### src/rtl/hazard_stall_controller.sv
// ---------------------------------------------------------------------------
// hazard_stall_controller
//
// Sequencing controller for a 5-stage MIPS pipeline. It handles the hazards
// that forwarding cannot resolve:
//   - load-use dependencies
//   - occupancy of the multi-cycle mult/div unit
//   - taken-branch flushes
// It also keeps a saturating count of stall cycles for performance measurement.
//
// Ports:
//   clk               pipeline clock, rising edge
//   reset             synchronous, active-low reset
//   ID_EX_MemRead     instruction in EX is a load
//   ID_EX_RegisterRt  load destination register in EX
//   IF_ID_RegisterRs  Rs of the instruction in ID
//   IF_ID_RegisterRt  Rt of the instruction in ID
//   ID_MulDivStart    instruction in ID is mult/multu/div/divu
//   ID_UsesHiLo       instruction in ID is mfhi/mflo/mthi/mtlo
//   EX_BranchTaken    branch/jump resolved taken in EX this cycle
//   PCWrite           PC register load enable
//   IF_ID_Write       IF/ID register load enable
//   IF_ID_Flush       clear IF/ID to a nop
//   ID_EX_Flush       insert a bubble into ID/EX
//   MulDivBusy        mult/div unit is occupied
//   StallCount        saturating count of stall cycles
// ---------------------------------------------------------------------------
module hazard_stall_controller #(
    parameter int MULDIV_LATENCY = 4,
    parameter int CNT_W          = 4,
    parameter int STALL_CNT_W    = 16
) (
    input  logic                   clk,
    input  logic                   reset,
    input  logic                   ID_EX_MemRead,
    input  logic [4:0]             ID_EX_RegisterRt,
    input  logic [4:0]             IF_ID_RegisterRs,
    input  logic [4:0]             IF_ID_RegisterRt,
    input  logic                   ID_MulDivStart,
    input  logic                   ID_UsesHiLo,
    input  logic                   EX_BranchTaken,
    output logic                   PCWrite,
    output logic                   IF_ID_Write,
    output logic                   IF_ID_Flush,
    output logic                   ID_EX_Flush,
    output logic                   MulDivBusy,
    output logic [STALL_CNT_W-1:0] StallCount
);

    typedef enum logic {
        ST_RUN  = 1'b0,
        ST_BUSY = 1'b1
    } state_t;

    state_t                 r_state;
    state_t                 w_state_next;
    logic [CNT_W-1:0]       r_busy_cnt;
    logic [CNT_W-1:0]       w_busy_cnt_next;
    logic [STALL_CNT_W-1:0] r_stall_cnt;

    logic w_load_use;
    logic w_md_conflict;
    logic w_stall;
    logic w_accept;

    // Register $zero is never a real dependency.
    assign w_load_use = ID_EX_MemRead && (ID_EX_RegisterRt != 5'd0) &&
                        ((ID_EX_RegisterRt == IF_ID_RegisterRs) ||
                         (ID_EX_RegisterRt == IF_ID_RegisterRt));

    assign w_md_conflict = (r_state == ST_BUSY) && (ID_UsesHiLo || ID_MulDivStart);

    // A taken branch flushes the ID instruction, so there is nothing to stall.
    assign w_stall = (w_load_use || w_md_conflict) && !EX_BranchTaken;

    // Only an instruction that actually leaves ID may start the unit. While
    // BUSY a new mult/div always stalls, so accept never fires in BUSY.
    assign w_accept = ID_MulDivStart && !w_stall && !EX_BranchTaken;

    // Next-state logic. A branch does not cancel an in-flight operation.
    always_comb begin
        w_state_next    = r_state;
        w_busy_cnt_next = r_busy_cnt;
        case (r_state)
            ST_RUN: begin
                if (w_accept) begin
                    w_state_next    = ST_BUSY;
                    w_busy_cnt_next = CNT_W'(MULDIV_LATENCY);
                end
            end
            ST_BUSY: begin
                if (r_busy_cnt == CNT_W'(1)) begin
                    w_state_next    = ST_RUN;
                    w_busy_cnt_next = '0;
                end else begin
                    w_busy_cnt_next = r_busy_cnt - CNT_W'(1);
                end
            end
            default: begin
                w_state_next    = ST_RUN;
                w_busy_cnt_next = '0;
            end
        endcase
    end

    always_ff @(posedge clk) begin
        if (!reset) begin
            r_state     <= ST_RUN;
            r_busy_cnt  <= '0;
            r_stall_cnt <= '0;
        end else begin
            r_state    <= w_state_next;
            r_busy_cnt <= w_busy_cnt_next;
            if (w_stall && !(&r_stall_cnt)) begin
                r_stall_cnt <= r_stall_cnt + STALL_CNT_W'(1);
            end
        end
    end

    // Pipeline controls: branch beats stall, stall beats normal flow.
    // While reset is held, the pipeline is frozen and filled with bubbles.
    always_comb begin
        PCWrite     = 1'b1;
        IF_ID_Write = 1'b1;
        IF_ID_Flush = 1'b0;
        ID_EX_Flush = 1'b0;
        MulDivBusy  = (r_state == ST_BUSY);
        if (!reset) begin
            PCWrite     = 1'b0;
            IF_ID_Write = 1'b0;
            IF_ID_Flush = 1'b1;
            ID_EX_Flush = 1'b1;
            MulDivBusy  = 1'b0;
        end else if (EX_BranchTaken) begin
            IF_ID_Flush = 1'b1;
            ID_EX_Flush = 1'b1;
        end else if (w_stall) begin
            PCWrite     = 1'b0;
            IF_ID_Write = 1'b0;
            ID_EX_Flush = 1'b1;
        end
    end

    assign StallCount = r_stall_cnt;

endmodule
### config.mk
export PLATFORM = sky130hd
export DESIGN_NAME = hazard_stall_controller
export DESIGN_NICKNAME = d
export VERILOG_FILES = /design/src/rtl/hazard_stall_controller.sv
export SDC_FILE = /design/constraint.sdc
export NUM_CORES = 1
export LEC_CHECK = 0
export CAP_MARGIN = 20
export CORE_ASPECT_RATIO = 1.2
export CORE_MARGIN = 5
export CORE_UTILIZATION = 42
export CTS_CLUSTER_DIAMETER = 120
export CTS_CLUSTER_SIZE = 14
export DETAILED_ROUTE_END_ITERATION = 16
export GPL_TIMING_DRIVEN = 0
export MAX_ROUTING_LAYER = met4
export PLACE_DENSITY = 0.86
export SLEW_MARGIN = 10
export SYNTH_ARGS = -nofsm -noshare
export SYNTH_HDL_FRONTEND = slang
export SYNTH_SLANG_ARGS = --single-unit
### constraint.sdc
create_clock -name clk -period 1.6 [get_ports clk]
set_input_delay 0.16 -clock clk [delete_from_list [all_inputs] [get_ports clk]]
set_output_delay 0.16 -clock clk [all_outputs]
set_load 0.01 [all_outputs]
==> results.ini, run 1 <==
[placed_design]
port_buffers = 40
gp_congestion = 0.843
place_area_mm2 = 0.00185
hpwl_mm = 2.78

[final_layout]
final_area_mm2 = 0.00235
finalNetCount = 261
multiInputGateArea_mm2 = 0.00108
num_antenna_cells = 0
synthToLayoutAreaGrowth_pct = 73.5
drive_gt1_share_pct = 42.4
post-route-util_pct = 76.4
fill_cells = 189
regArea_um2 = 457

[worst_setup_path]
worstSetupPathType = register to register
crit_required_ps = 1830
endpoint_kind = register
critPathTopFamily = compound AO/OA/AOI/OAI gates
cp_slowest_cell = dfxtp_1
crit_chain = nand4_1 > o41ai_4 > o21bai_4 > buf_8 > buf_12 > o31ai_4 > a21oi_2
critPathArrivalTime_ps = 2090
crit_fanout = 8
worst_setup_path_start_kind = register
critPathMaxStageDelay_ps = 480
crit_buf_inv = 2

[floorplanning]
start_util_pct = 44.0
row_count = 22
core_mm2 = 0.00308
die_area_mm2 = 0.00447
die_h_um = 72.3
die_w_um = 61.9
io_pins = 42

[global_routing]
first_global_vias = 1617
grt_pass1_wl_mm = 7.94
grt_overflow = 0
antenna_found_initial = 0
grt_usage_pct = 23.7
grt_max_degree = 12

[synthesis]
synth_cell_types = 39
yosysTopAreaCell = dfxtp_1
synth.most_common_cell = dfxtp_1
synth_flop_cell = dfxtp_1
synth_top_area_share_pct = 31.0
netlist_area_mm2 = 0.00136
synthArstFlopShare_pct = 0
synth_edf_count = 0
yosys-top-cells-area = dfxtp_1, xnor2_1, o31ai_1
syn-instance-count = 163
yosysSeqAreaShare_pct = 31.0
synth_commonest_cells = dfxtp_1, nand2_1, a21oi_1
synth_nets = 187
yosys_warnings = 0
synth_seq_cells = 21
syn_area_per_cell_um2 = 8.33

[clocking]
hold_buffers = 0
cts_tree = done
cts_buffer_depth = 2
clock_latency_ps = 310
root_buffer = clkbuf_4
cts_buffers = 3
clk_pin_slew_worst_paths_ps = 130
cts_htree_levels = 1
clock-sinks = 21

[sta]
fmax_mhz = 538
setup_viol = 19
max_slew_margin_pct = 59.8
grt_setup_unrepaired = true
worst_slew_pin_slew_ps = 602
period_needed_ps = 1860
period_share_pct = 116
fin_skew_ps = 3.81
setup-tns-final_ps = -3430
hold_viol = 0
worst_slack_ps = -258
maxSlewViolCount = 0

[power_and_ir_drop]
comb_power_share_pct = 31.1
p_sw_share_pct = 32.2
internal_power_uw = 802
ir_drop_mv = 0.492
p_per_area_mw_per_mm2 = 502
leakagePower_nw = 0.876
switchingPower_uw = 380
p_clk_share_pct = 23.5
pwr-share-seq_pct = 45.4

[routing]
drt_iter0_markers = 174
detail-route-antenna-nets = 0
drcViolationCount = 0
wl_per_cell_um = 19.8
drt_first_pass_iters = 6
wirelength_mm = 5.38
vias_per_cell = 6.21
vias = 1689

[outcome]
status = finished with violations
violations = setup timing

[job]
max_cap_viol_count = 0

[worst_hold_path]
holdCritPathClass = primary input to register

power groups by stage:
stage | Sequential (mW) | Clock (mW) | Combinational, mW
2_1_floorplan | 0.554 | 0 | 0.160
3_3_place_gp | 0.556 | 0 | 0.265
3_5_place_dp | 0.557 | 0 | 0.270
4_1_cts | 0.539 | 0.270 | 0.321
5_1_grt | 0.539 | 0.303 | 0.391
6_report | 0.536 | 0.278 | 0.368
worst register-to-register path, delay by kind of cell, from the launching register on:
kind / cells / cell delay, ps
AND/OR/NAND/NOR: 1 / 180
buffers and inverters: 2 / 330
AO/OA/AOI/OAI: 4 / 790
flip-flops: 1 / 480
kinds of logic (layout without fill, tap and decap cells):
group	count (synthesis)	in the layout	synth area share, %
XOR/XNOR	10	10	6.45
flip-flops	21	21	31.0
buffers and inverters	14	86	6.54
AO/OA/AOI/OAI	43	44	21.8
adder cells (fa/ha/maj)	3	3	2.77
AND/OR/NAND/NOR	68	68	28.6
multiplexers	4	4	2.95
path summary, 6_finish.rpt:
| check | from | endpoint | slack (ps) | depth (start not counted) |
|---|---|---|---|---|
| setup / recovery | StallCount[14] | StallCount[10] | -260 | 7 |
| hold reg to reg | StallCount[13] | StallCount[13] | 510 | 2 |
| hold / removal | reset | StallCount[1] | 220 | 3 |
| setup reg to reg | StallCount[14] | StallCount[10] | -260 | 7 |
sequential cells by signal (all words and copies together) (netlist names):
name,count
r_state,1
StallCount,16
r_busy_cnt,4
routing by layer:
metal	global-route usage, %	vias to the layer above	wire length [um]
met4	5.42	0	216
met1	29.3	797	1990
met2	40.6	92	2870
met5	-	-	0
li1	-	770	-
met3	2.14	30	302
cell usage in the layout (no fill, tap or decap), drive strengths merged, types with 3 or more instances in the layout:
master,netlist,layout
inv,4,4
dfxtp,21,21
nand2b,5,5
buf,6,41
mux2i,4,4
o21a,6,6
clkbuf,4,9
o31ai,11,11
nor4,3,3
nand2,17,17
a21oi,15,15
or4,11,11
o21ai,3,3
ha,3,3
and3,3,3
xnor2,10,10
o41ai,3,3
dlygate4sd2,0,10
nand4,6,6
nand3,12,12
clkdlybuf4s50,0,20
final cells by class:
type	instances	share of cell area [%]
Clock buffer	4	1.12
Inverter	4	0.638
Buffer	10	4.14
Timing Repair Buffer	68	26.8
Multi-Input combinational cell	129	46.0
Tap cell	36	1.91
Sequential cell	21	19.4
stage by stage:
| step | worst slack [ps] | hold slack, ps | power (mW) | cells |
|---|---|---|---|---|
| 6_report | -258 | 219 | 1.18 | 272 |
| 5_1_grt | -333 | 249 | 1.23 | 272 |
| 4_1_cts | -131 | 281 | 1.13 | 267 |
| 3_5_place_dp | -1030 | 480 | 0.827 | 239 |
| 3_3_place_gp | -980 | 473 | 0.822 | 239 |
| 2_1_floorplan | -39.0 | 459 | 0.715 | 163 |
what timing repair did:
action / CTS / global route
pin swaps: 29 / 18
gates cloned: 1 / 1
hold endpoints to repair: 0 / 0
setup endpoints to repair: 21 / 20
setup buffers: 23 / 4
resized for setup: 87 / 24
(Power assumes the default switching activity.)
==> run 2, diff against run 1 <==
--- a/config.mk
+++ b/config.mk
@@ -9,7 +9,6 @@
 export CORE_ASPECT_RATIO = 1.2
 export CORE_MARGIN = 5
 export CORE_UTILIZATION = 42
-export CTS_CLUSTER_DIAMETER = 120
 export CTS_CLUSTER_SIZE = 14
 export DETAILED_ROUTE_END_ITERATION = 16
 export GPL_TIMING_DRIVEN = 0
==> results of run 2 <==
Final layout, timing and power as in run 1 (identical DEF).
